==> config.mk <==
export PLATFORM = sky130hd
export DESIGN_NAME = pipe_stage_ctrl
export DESIGN_NICKNAME = d
export VERILOG_FILES = /design/src/rtl/pipe_pkg.sv /design/src/rtl/pipe_reg.sv /design/src/rtl/pipe_stage_ctrl.sv
export SDC_FILE = /design/constraint.sdc
export NUM_CORES = 1
export LEC_CHECK = 0
export CORE_ASPECT_RATIO = 0.8
export CORE_MARGIN = 2
export CORE_UTILIZATION = 29
export CTS_CLUSTER_DIAMETER = 120
export DETAILED_ROUTE_END_ITERATION = 16
export SLEW_MARGIN = 20
export SYNTH_ARGS = -nofsm -noshare
export SYNTH_HDL_FRONTEND = slang
export SYNTH_SLANG_ARGS = --single-unit
export TNS_END_PERCENT = 10
==> constraint.sdc <==
create_clock -name clk -period 2 [get_ports clk]
set_input_delay 0.2 -clock clk [delete_from_list [all_inputs] [get_ports clk]]
set_output_delay 0.2 -clock clk [all_outputs]
set_load 0.02 [all_outputs]
==> src/rtl/pipe_pkg.sv <==
// Shared types for the pipeline stage controller: control bundle,
// NOP encodings and the stage FSM state type.
package pipe_pkg;

  typedef struct packed {
    logic       rf_we;
    logic       mem_we;
    logic [1:0] wb_sel;
    logic [2:0] br_type;
    logic [4:0] rd;
  } ctrl_t;

  localparam ctrl_t       CTRL_NOP = '0;
  localparam logic [31:0] NOP_INST = 32'h0000_0013;

  typedef enum logic [1:0] {
    BOOT  = 2'd0,
    RUN   = 2'd1,
    STALL = 2'd2,
    FLUSH = 2'd3
  } state_t;

  function automatic logic [7:0] sat_inc8(input logic [7:0] v);
    return (v == 8'hFF) ? v : v + 8'd1;
  endfunction

endpackage

==> src/rtl/pipe_reg.sv <==
// Pipeline register: clr loads the NOP pattern, en=0 holds.
// Synchronous active-low reset also loads the NOP pattern.
module pipe_reg #(
  parameter int           W   = 8,
  parameter logic [W-1:0] NOP = '0
) (
  input  logic         clk,
  input  logic         rstn,
  input  logic         en,
  input  logic         clr,
  input  logic [W-1:0] d,
  output logic [W-1:0] q
);

  logic [W-1:0] r_q;

  // clear beats hold; hold beats load
  always_ff @(posedge clk) begin
    if (!rstn)    r_q <= NOP;
    else if (clr) r_q <= NOP;
    else if (en)  r_q <= d;
  end

  assign q = r_q;

endmodule

==> src/rtl/pipe_stage_ctrl.sv <==
// PC, IF/ID and ID/EX ownership with stall/flush handling.
// Optional PIPE_PERF_EN adds stall-cycle and flush-entry counters.
module pipe_stage_ctrl
  import pipe_pkg::*;
#(
  parameter int              XLEN      = 32,
  parameter logic [XLEN-1:0] RESET_PC  = '0,
  parameter int              STALL_MAX = 8
) (
  input  logic            clk,
  input  logic            rstn,
  input  logic            stall_req,
  input  logic            flush_req,
  input  logic [XLEN-1:0] flush_pc,
  input  logic [XLEN-1:0] pc_plus4,
  input  logic [31:0]     inst_in,
  input  ctrl_t           id_ctrl,
  input  logic [2*XLEN-1:0] id_ops,
  output logic [XLEN-1:0] pc,
  output logic [31:0]     if_id_inst,
  output logic [XLEN-1:0] if_id_pc,
  output logic            if_id_vld,
  output ctrl_t           id_ex_ctrl,
  output logic [2*XLEN-1:0] id_ex_ops,
  output logic            id_ex_vld,
  output logic            stall_err
`ifdef PIPE_PERF_EN
  ,
  output logic [31:0]     perf_stall_cyc,
  output logic [31:0]     perf_flush_cnt
`endif
);

  localparam int IFW = 32 + XLEN + 1;
  localparam int EXW = $bits(ctrl_t) + 2*XLEN + 1;
  localparam logic [IFW-1:0] IF_NOP =
    {NOP_INST, {XLEN{1'b0}}, 1'b0};
  localparam logic [EXW-1:0] EX_NOP =
    {CTRL_NOP, {(2*XLEN){1'b0}}, 1'b0};
  localparam logic [7:0] STALL_LIM = 8'(STALL_MAX);

  state_t          r_state;
  logic [XLEN-1:0] r_pc;
  logic [7:0]      r_cnt;
  logic            r_err;

  logic            w_flush;
  logic            w_stall;
  logic            w_adv;
  logic [7:0]      w_cnt_nxt;
  logic [IFW-1:0]  w_if_q;
  logic [EXW-1:0]  w_ex_q;
  logic            w_if_vld;

  // BOOT/FLUSH are target-fetch cycles with an empty ID stage,
  // so a stall request has nothing to hold there and is ignored.
  assign w_flush   = flush_req;
  assign w_stall   = !flush_req && stall_req &&
                     (r_state == RUN || r_state == STALL);
  assign w_adv     = !w_flush && !w_stall;
  assign w_cnt_nxt = sat_inc8(r_cnt);

  // PC, FSM, stall counter and sticky stall error
  always_ff @(posedge clk) begin
    if (!rstn) begin
      r_pc    <= RESET_PC;
      r_state <= BOOT;
      r_cnt   <= '0;
      r_err   <= 1'b0;
    end else begin
      unique case (1'b1)
        w_flush: begin
          r_pc    <= flush_pc;
          r_state <= FLUSH;
          r_cnt   <= '0;
        end
        w_stall: begin
          r_state <= STALL;
          r_cnt   <= w_cnt_nxt;
          if (w_cnt_nxt == STALL_LIM) r_err <= 1'b1;
        end
        default: begin
          r_pc    <= pc_plus4;
          r_state <= RUN;
          r_cnt   <= '0;
        end
      endcase
    end
  end

  pipe_reg #(.W(IFW), .NOP(IF_NOP)) u_if_id (
    .clk  (clk),
    .rstn (rstn),
    .en   (w_adv),
    .clr  (w_flush),
    .d    ({inst_in, r_pc, 1'b1}),
    .q    (w_if_q)
  );

  assign w_if_vld = w_if_q[0];

  pipe_reg #(.W(EXW), .NOP(EX_NOP)) u_id_ex (
    .clk  (clk),
    .rstn (rstn),
    .en   (1'b1),
    .clr  (w_flush | w_stall | !w_if_vld),
    .d    ({id_ctrl, id_ops, 1'b1}),
    .q    (w_ex_q)
  );

  assign {if_id_inst, if_id_pc, if_id_vld} = w_if_q;
  assign {id_ex_ctrl, id_ex_ops, id_ex_vld} = w_ex_q;
  assign pc        = r_pc;
  assign stall_err = r_err;

`ifdef PIPE_PERF_EN
  logic [31:0] r_perf_stall;
  logic [31:0] r_perf_flush;

  // free-running wrap-around event counters
  always_ff @(posedge clk) begin
    if (!rstn) begin
      r_perf_stall <= '0;
      r_perf_flush <= '0;
    end else begin
      if (w_stall) r_perf_stall <= r_perf_stall + 32'd1;
      if (w_flush) r_perf_flush <= r_perf_flush + 32'd1;
    end
  end

  assign perf_stall_cyc = r_perf_stall;
  assign perf_flush_cnt = r_perf_flush;
`endif

endmodule

# Word level (Yosys, flattened, before mapping)

Index checks and enable logic that the tools add are counted.

Equality and inequality tests: 4
Bitwise operators: 3
$add $sub $neg: 1
Muxes and demuxes: 4
Reduce and logical (&&, ||, !) cells: 11

Operators by type and width:

| cell                | count |
|---|---|
| $pmux 32 s2         | 1 |
| $add 8x1->8 const B | 1 |
| $eq 8x4->1 const B  | 1 |
| $eq 8x8->1 const B  | 1 |
| $mux 8              | 1 |
| $pmux 2 s2          | 1 |
| $reduce_and 2->1    | 2 |
| $reduce_or 2->1     | 2 |
| $logic_and 1x1->1   | 3 |
| $logic_not 1->1     | 3 |
| $eq 2x1->1 const B  | 1 |
| $eq 2x2->1 const B  | 1 |
| $or 1x1->1          | 2 |
| $logic_or 1x1->1    | 1 |
| $mux 1              | 1 |
| $not 1->1           | 1 |

Bits of input ports: 176
Register bits: 185
Output and inout bits: 175

# Depth between registers and ports, before layout

Gate-level depths: netlist of the first run.

Depth after elaboration: 6
Gate-level depth with buffers: 7
Mapped depth without buffers: 5

# Hierarchy

Synthesis of the first run repeated with hierarchy kept, for this count alone.

Cells, all modules: 667
Area, all modules: 7113.1 um^2

By module, submodules not included:

| module             | area each (um^2) | sequential area each (um^2) | instances | cells an instance |
|---|---|---|---|---|
| pipe_reg (u_id_ex) | 2766.4           | 1541.5                      | 1         | 250 |
| pipe_reg (u_if_id) | 2354.8           | 1301.2                      | 1         | 210 |
| pipe_stage_ctrl    | 1991.9           | 860.8                       | 1         | 207 |

# Worst setup path before layout of the first run

OpenSTA, ideal clock, no wires.

Kind: register to register
Start point: register r_cnt[0]
End point: register r_err (netlist: stall_err)
Stages on the path, launching flop included: 6
Slack: 0.648 ns
Arrival time: 1.256 ns
Library setup time: 0.096 ns
Data required time: 1.904 ns
Period minus slack after synthesis: 1.352 ns
Path through: dfxtp_1 -> ha_1 -> a21boi_0 -> and4_1 -> o22ai_1 -> o41ai_2

Word-level cells in the longest chain between the ends: 4
Elaborated cells between the ends (all ways): 5
Those cells by class: 1 x add/sub; 2 x eq/ne; 1 x mux; 1 x reduce/logical

RTL lines:

| what                                      | line                  | source |
|---|---|---|
| start: declaration                        | pipe_stage_ctrl.sv:44 | `logic [7:0] r_cnt;` |
| start signal: assignment                  | pipe_stage_ctrl.sv:79 | `r_cnt <= w_cnt_nxt;` |
| $add 8x1->8 or $eq 8x8->1 (tied branches) | pipe_pkg.sv:24        | `return (v == 8'hFF) ? v : v + 8'd1;` |
| $mux 8 (*)                                | pipe_pkg.sv:24        |  |
| $eq 8x4->1 (*)                            | pipe_stage_ctrl.sv:80 | `if (w_cnt_nxt == STALL_LIM) r_err <= 1'b1;` |
| $reduce_and 2->1 (no line) (*)            | --                    |  |
| end signal: assignment                    | pipe_stage_ctrl.sv:69 | `r_err <= 1'b0;` |
| end signal: assignment                    | pipe_stage_ctrl.sv:80 |  |
| end: declaration                          | pipe_stage_ctrl.sv:45 | `logic r_err;` |

Mark *: on every way between the ends. The rest lies on a longest branch, timed or not.
A chain may end at the register's enable or synchronous reset.

# Worst setup path after layout of the first run

Start point: register u_id_ex.r_q[76] (netlist: u_id_ex.q[76])
End point: output port id_ex_ctrl[11] (netlist bit)

RTL lines:

| what                     | line                  | source |
|---|---|---|
| start: declaration       | pipe_reg.sv:15        | `logic [W-1:0] r_q;` |
| start signal: assignment | pipe_reg.sv:19        | `if (!rstn) r_q <= NOP;` |
| start signal: assignment | pipe_reg.sv:20        | `else if (clr) r_q <= NOP;` |
| start signal: assignment | pipe_reg.sv:21        | `else if (en) r_q <= d;` |
| end: declaration         | pipe_stage_ctrl.sv:23 | `output ctrl_t id_ex_ctrl,` |

No word-level cell between the ends.

==> results of run 1 <==
## layout make-up
type	count	area [um2]	share of cell area, %
clock buffer	20	457	4.28
clock inverter	12	113	1.05
multi-input combinational	416	2370	22.2
sequential	185	3700	34.7
tap	275	344	3.22
timing repair buffer	365	3690	34.5
## worst reg2reg max path, cell delays in order, from the launching register on
cell	delay, ns
dfxtp_1	0.32
xor2_1	0.17
nand3b_1	0.25
and3_4	0.27
buf_12	0.18
and2_1	0.23
## flip-flops by register name, indices dropped and copies added (netlist names)
name and count:
pc 32, r_cnt 8, u_if_id.q 65, stall_err 1, u_id_ex.q 77, r_state 2
## per-stage QoR
stage / cell area [um2] / hold slack [ns] / setup slack (ns)
2_1_floorplan: 6300 / 0.322 / 0.648
3_3_place_gp: 10100 / 0.437 / 0.339
3_5_place_dp: 10100 / 0.442 / 0.295
4_1_cts: 10700 / 0.116 / 0.280
5_1_grt: 10700 / 0.120 / 0.266
6_report: 10700 / 0.125 / 0.316
## placed cells by master, fill, tap and decap left out, types with 3 or more instances in the layout
cell | Yosys | routed
nand3_1 | 7 | 7
clkinvlp_4 | 0 | 4
a21oi_1 | 62 | 62
nand2_1 | 165 | 165
clkinv_4 | 0 | 3
nor3_1 | 3 | 3
and2_1 | 78 | 78
o211a_1 | 32 | 32
mux2i_1 | 35 | 35
dfxtp_1 | 185 | 185
a31oi_1 | 4 | 4
buf_12 | 0 | 6
clkdlybuf4s50_1 | 0 | 349
and3_1 | 3 | 3
buf_4 | 4 | 9
clkbuf_16 | 0 | 17
nor2_1 | 8 | 8
## power breakdown
group	internal (W)	leakage [nW]	switching [W]
Combinational	0.000684	2.63	0.000519
Clock	0.00170	0.266	0.00152
Sequential	0.00382	1.51	0.0000798
## routing by layer
| metal | share of wire (%) | up-vias | global-route usage [%] |
|---|---|---|---|
| li1 | - | 2795 | - |
| met1 | 44 | 2454 | 19.9 |
| met2 | 48 | 183 | 26.6 |
| met3 | 7.6 | 16 | 5.88 |
| met4 | 1.2 | 0 | 4.12 |
| met5 | 0 | - | 0 |
## kinds of logic (layout without fill, tap and decap cells)
| logic type | Yosys count | in the layout | share of synthesized area, % |
|---|---|---|---|
| muxes | 35 | 35 | 5.56 |
| DFF | 185 | 185 | 58.8 |
| and+or+nand+nor | 272 | 272 | 20.1 |
| adders and majority gates | 1 | 1 | 0.199 |
| AOI/OAI and AO/OA | 104 | 104 | 11.2 |
| xor gates and xnor gates | 4 | 4 | 0.556 |
| buffers and inverters | 46 | 397 | 3.56 |
## final timing paths
| path | end | depth (start not counted) | slack [ns] | from |
|---|---|---|---|---|
| max reg2reg | u_id_ex.q[15] | 5 | 0.49 | r_state[0] |
| max | id_ex_ctrl[11] | 1 | 0.32 | u_id_ex.q[76] |
| min | r_state[1] | 2 | 0.13 | flush_req |
| min reg2reg | u_if_id.q[10] | 2 | 0.45 | u_if_id.q[10] |
==> run metrics, run 1 <==
outcome completed; most used flip-flop cell after synthesis dfxtp_1; Residual DRC 0; post-synthesis net count roughly 820; Ys Warns 0; CTS tree done; TritonCTS Buffers 17; share of layout cells above drive strength 1 5.11%; Post-CTS Setup Inserts 0; placed wire-length estimate 13.9 mm; n_diodes 0; Fmax achieved between 0.5 and 0.6 GHz; worst hold path class input port to flop; GPL Wtd Cong about 0.77; initial antenna violation count 0; IO Count around 350; Largest delay share family, worst path buffers and inverters; Setup TNS Final 0 ns; most common cell in the netlist dfxtp_1; Worst Clk Skew 0.0134 ns; startpoint types flop; # hold bufs at CTS 0; final hold viol count 0; vias in the first global route ~5200; global route overflow 0; CTS Sinks around 190; GRT Util Overall 16.1%; sequential share of the synthesized area about three fifths; post-route ant nets 0; Power, Total about 0.0083 W; Max Root-Sink Buffers 2; htree depth 4; final wirelength around 19 mm; first-pass GRT wire length about 29 mm; worst-path cell chain clkdlybuf4s50_1; DRT iter0 DRCs roughly 220; DR pass1 iterations 4; Die Span Y approximately 140 um; final setup vio count 0; Mapped Cells around 650; slowest library cell on the worst path clkdlybuf4s50_1; largest net degree at the start of global routing 78; Synth top area share 58.8%; peak supply drop 0.000517 V; most frequent cells after synthesis 185 x dfxtp_1, 165 x nand2_1, 78 x and2_1, 62 x a21oi_1, 35 x mux2i_1; Clock transition at path regs 0.07 ns; Area Growth Syn to Fin 69.5%; Mapped Avg Cell Area 9.73 um2; fill cell count roughly 2100; Mapped Area 0.00630 mm2; Max Cap Viol 0; nets between 1000 and 1500; worst-margin pin slew about 0.35 ns; die span in x between 150 and 200 um; P_leak 4.41 nW; Setup CP Type flop to output pin; Vias/cell 4.28; Core Area roughly 0.021 mm2; Final min period approximately 1.7 ns; cell accounting for the most synthesized area dfxtp_1; synthesized flop and latch total 185; DP Cell Count roughly 1200; Root Buffer clkbuf_16; IO Port Bufs 350; fin. max-slew vios 0; Non-Filler Instances 1273; FP Rows 48; Pwr Density roughly 780 mW/mm2; Post-synth EDFFs 0; Post-synth ARST share 0%; final worst path period share a little over four fifths; worst-skew pair later-pin latency between 0.4 and 0.5 ns; Worst Path Arrival 1.48 ns; Resized cells post-CTS 0; Via Count about 5400; Layout Utilization between 40% and 50%; Req. time, crit path roughly 1.8 ns; critical path buffer and inverter count 1; Initial Util 29.4%; CP Capture Type output pin; DIE AREA ~0.023 mm2; crit-path max FO 1; Slew HR 76.7%; Max stage delay on crit path between 0.6 and 0.7 ns; synth top area cells dfxtp_1 59%, nand2_1 9.8%, and2_1 7.7%, mux2i_1 5.6%, o211a_1 5.1%; post-synthesis cell type count 31; RSZ-0062 raised after global routing no; wire length per cell 14.9 um
(Power assumes the default switching activity.)
==> run 2, diff against run 1 <==
--- a/config.mk
+++ b/config.mk
@@ -10,6 +10,7 @@
 export CORE_UTILIZATION = 29
 export CTS_CLUSTER_DIAMETER = 120
 export DETAILED_ROUTE_END_ITERATION = 16
+export PLACE_DENSITY = 0.66
 export SLEW_MARGIN = 20
 export SYNTH_ARGS = -nofsm -noshare
 export SYNTH_HDL_FRONTEND = slang
==> constraint.sdc (replaced) <==
create_clock -name clk -period 1.4 [get_ports clk]
set_input_delay 0.14 -clock clk [delete_from_list [all_inputs] [get_ports clk]]
set_output_delay 0.14 -clock clk [all_outputs]
set_load 0.02 [all_outputs]
==> run metrics, run 2 (same netlist as run 1, synthesis figures left out) <==
Fmax achieved just over 0.7 GHz; GPL Wtd Cong 0.775 (+1.2%); fin. max-slew vios 0 (unchanged); register share of total power 45.3% (-1.6 points); startpoint types flop; failing checks setup timing; CTS Sinks 185 (unchanged); peak supply drop 0.000580 V (+12%); R2R Path End pc[6]; RSZ-0062 raised after global routing yes; GRT Util Overall 16.3% (+0.22 points); Min-Delay Path Depth 3 (+1); Slew HR 75.4% (-1.3 points); post-route ant nets 0 (unchanged); final setup vio count 18 (+18); Non-Filler Instances 1302 (+2.3%); Die Span Y 136 um (unchanged); # hold bufs at CTS 0 (unchanged); Pwr Density 1120 mW/mm2 (+43%); DR pass1 iterations 4 (unchanged); busiest grt layer met2; die span in x 169 um (unchanged); CP Capture Type flop; Final Worst Setup Slack -0.00853 ns (-0.325 ns); Setup CP Type flop to flop; placed wire-length estimate 14.1 mm (+1.7%); final hold viol count 0 (unchanged); worst hold path class input port to flop; Power, Total 0.0123 W (+48%); worst-skew pair later-pin latency 0.42 ns (about the same); DP Cell Count 1259 (+1.5%); nets 1191 (+2.5%); Vias/cell 4.41 (+3.0%); Net Switching 0.00313 W (+48%); worst hold slack 0.253 ns (+0.128 ns); Worst Clk Skew 0.0142 ns (+0.000895 ns); first-pass GRT wire length 29.3 mm (+2.0%); cells on worst reg2reg path 6 (+1); Req. time, crit path 1.71 ns (-0.09 ns); Max Root-Sink Buffers 2 (unchanged); met2 Use GR 27.5% (+0.89 points); Area Growth Syn to Fin 74.4%; FP Rows 48 (unchanged); most common cell after layout, fill and taps aside dfxtp_1; P_leak 5.38 nW (+22%); Residual DRC 0 (unchanged); Setup TNS Final -0.0907 ns (-0.0907 ns); initial antenna violation count 0 (unchanged); max reg flops 77 (unchanged); grt met3 use 6.20% (+0.32 points); Root Buffer clkbuf_16; Final min period about 1.4 ns; crit-path max FO 24 (+23); DRT iter0 DRCs 182 (-18%); Clock transition at path regs 0.06 ns (about the same); wire length per cell 15.4 um (+3.6%); htree depth 4 (unchanged); Core Area 0.0214 mm2 (unchanged); Max Cap Viol 0 (unchanged); vias in the first global route 5552 (+6.2%); worst-margin pin slew 0.368 ns (+0.0185 ns); commonest non-fill, non-tap cells in the layout 181 x dfxtp_1, 174 x clkdlybuf4s50_1, 174 x dlygate4sd2_1; largest net degree at the start of global routing 38 (-51%); n_diodes 0 (unchanged); clock power share 40.8% (+2.1 points); grt met1 use 19.5% (-0.40 points); final wirelength 20.1 mm (+5.9%); IO Port Bufs 350 (unchanged); TritonCTS Buffers 17 (unchanged); share of layout cells above drive strength 1 10.4% (+5.3 points); Worst Path Arrival 1.72 ns (+0.24 ns); global route overflow 0 (unchanged); R2R Path Start r_state[0]; Hold Startpoint flush_req; DP Area 0.0103 mm2 (+1.8%); IO Count 351 (unchanged); CTS tree done; final worst path period share 101%; register-to-register setup slack -0.009 ns (-0.50 ns); outcome finished with violations; fraction of power consumed by combinational cells 13.9% (-0.5 points); Initial Util 29.4% (unchanged); hold endpoint u_if_id.q[0]; Int Pwr 0.00916 W (+48%); switching share of power 25.5% (about the same); DIE AREA 0.0229 mm2 (unchanged); Via Count 5737 (+5.3%); fin area 0.0110 mm2 (+2.9%)
==> run 2: cell types whose count changed in the layout (fill, tap and decap cells not counted), moves of 5 or more <==
cell	before	now
a21oi_2	0	8
buf_6	0	6
dlygate4sd2_1	0	174
clkbuf_16	17	22
and2_1	78	72
and2_4	0	6
buf_4	9	22
a21oi_1	62	54
clkdlybuf4s50_1	349	174
==> run 2: repair_timing <==
action / in CTS / in global routing
cloned: 0 / 8
endpoints found under the setup margin: 176 / 149
pin swaps: 2 / 17
buffers inserted: 0 / 3
resized for setup: 179 / 30
==> run 2: power by group through the flow <==
stage | Clock [W] | Sequential, W | Combinational [W]
floorplan | 0 | 0.00593 | 0.000462
global placement | 0 | 0.00569 | 0.00178
detailed placement | 0 | 0.00570 | 0.00179
CTS | 0.00518 | 0.00557 | 0.00166
global route | 0.00538 | 0.00560 | 0.00184
finish | 0.00501 | 0.00557 | 0.00170
==> run 2: stage by stage <==
stage               worst slack (ns)  util (%)
finish                      -0.00853      51.2
global route                 -0.0815      51.2
CTS                         -0.00642      49.9
detailed placement            -0.130      48.0
global placement             -0.0373      48.0
floorplan                     0.0483         -
==> run 2: worst max-delay path, cell delays in order, from the launching register on <==
cell	delay [ns]
dfxtp_2	0.33
xor2_2	0.17
nand3b_1	0.16
buf_6	0.16
buf_6	0.14
buf_12	0.15
o211a_1	0.20
==> run 2: routing by layer <==
metal	vias to the layer above	share of wire (%)	routed length, um
li1	2866	-	-
met1	2678	43	8680
met2	177	48	9670
met3	16	7.4	1480
met4	0	1.2	242
met5	-	0	0
==> run 2: how the worst max path moves through the flow <==
stage,from,endpoint,slack [ns]
floorplan,r_cnt[0],stall_err,0.05
global placement,rstn,u_id_ex.q[48],-0.04
detailed placement,rstn,u_id_ex.q[62],-0.13
CTS,r_cnt[0],stall_err,-0.006
global route,r_cnt[1],r_cnt[0],-0.08
finish,r_state[0],pc[6],-0.009
==> run 2: cell type report <==
type / instances / area (um2)
clock buffer: 19 / 443
sequential: 185 / 3710
tap: 275 / 344
clock inverter: 13 / 179
multi-input combinational: 417 / 2470
timing repair buffer: 393 / 3840
fill: 2046 / 10500
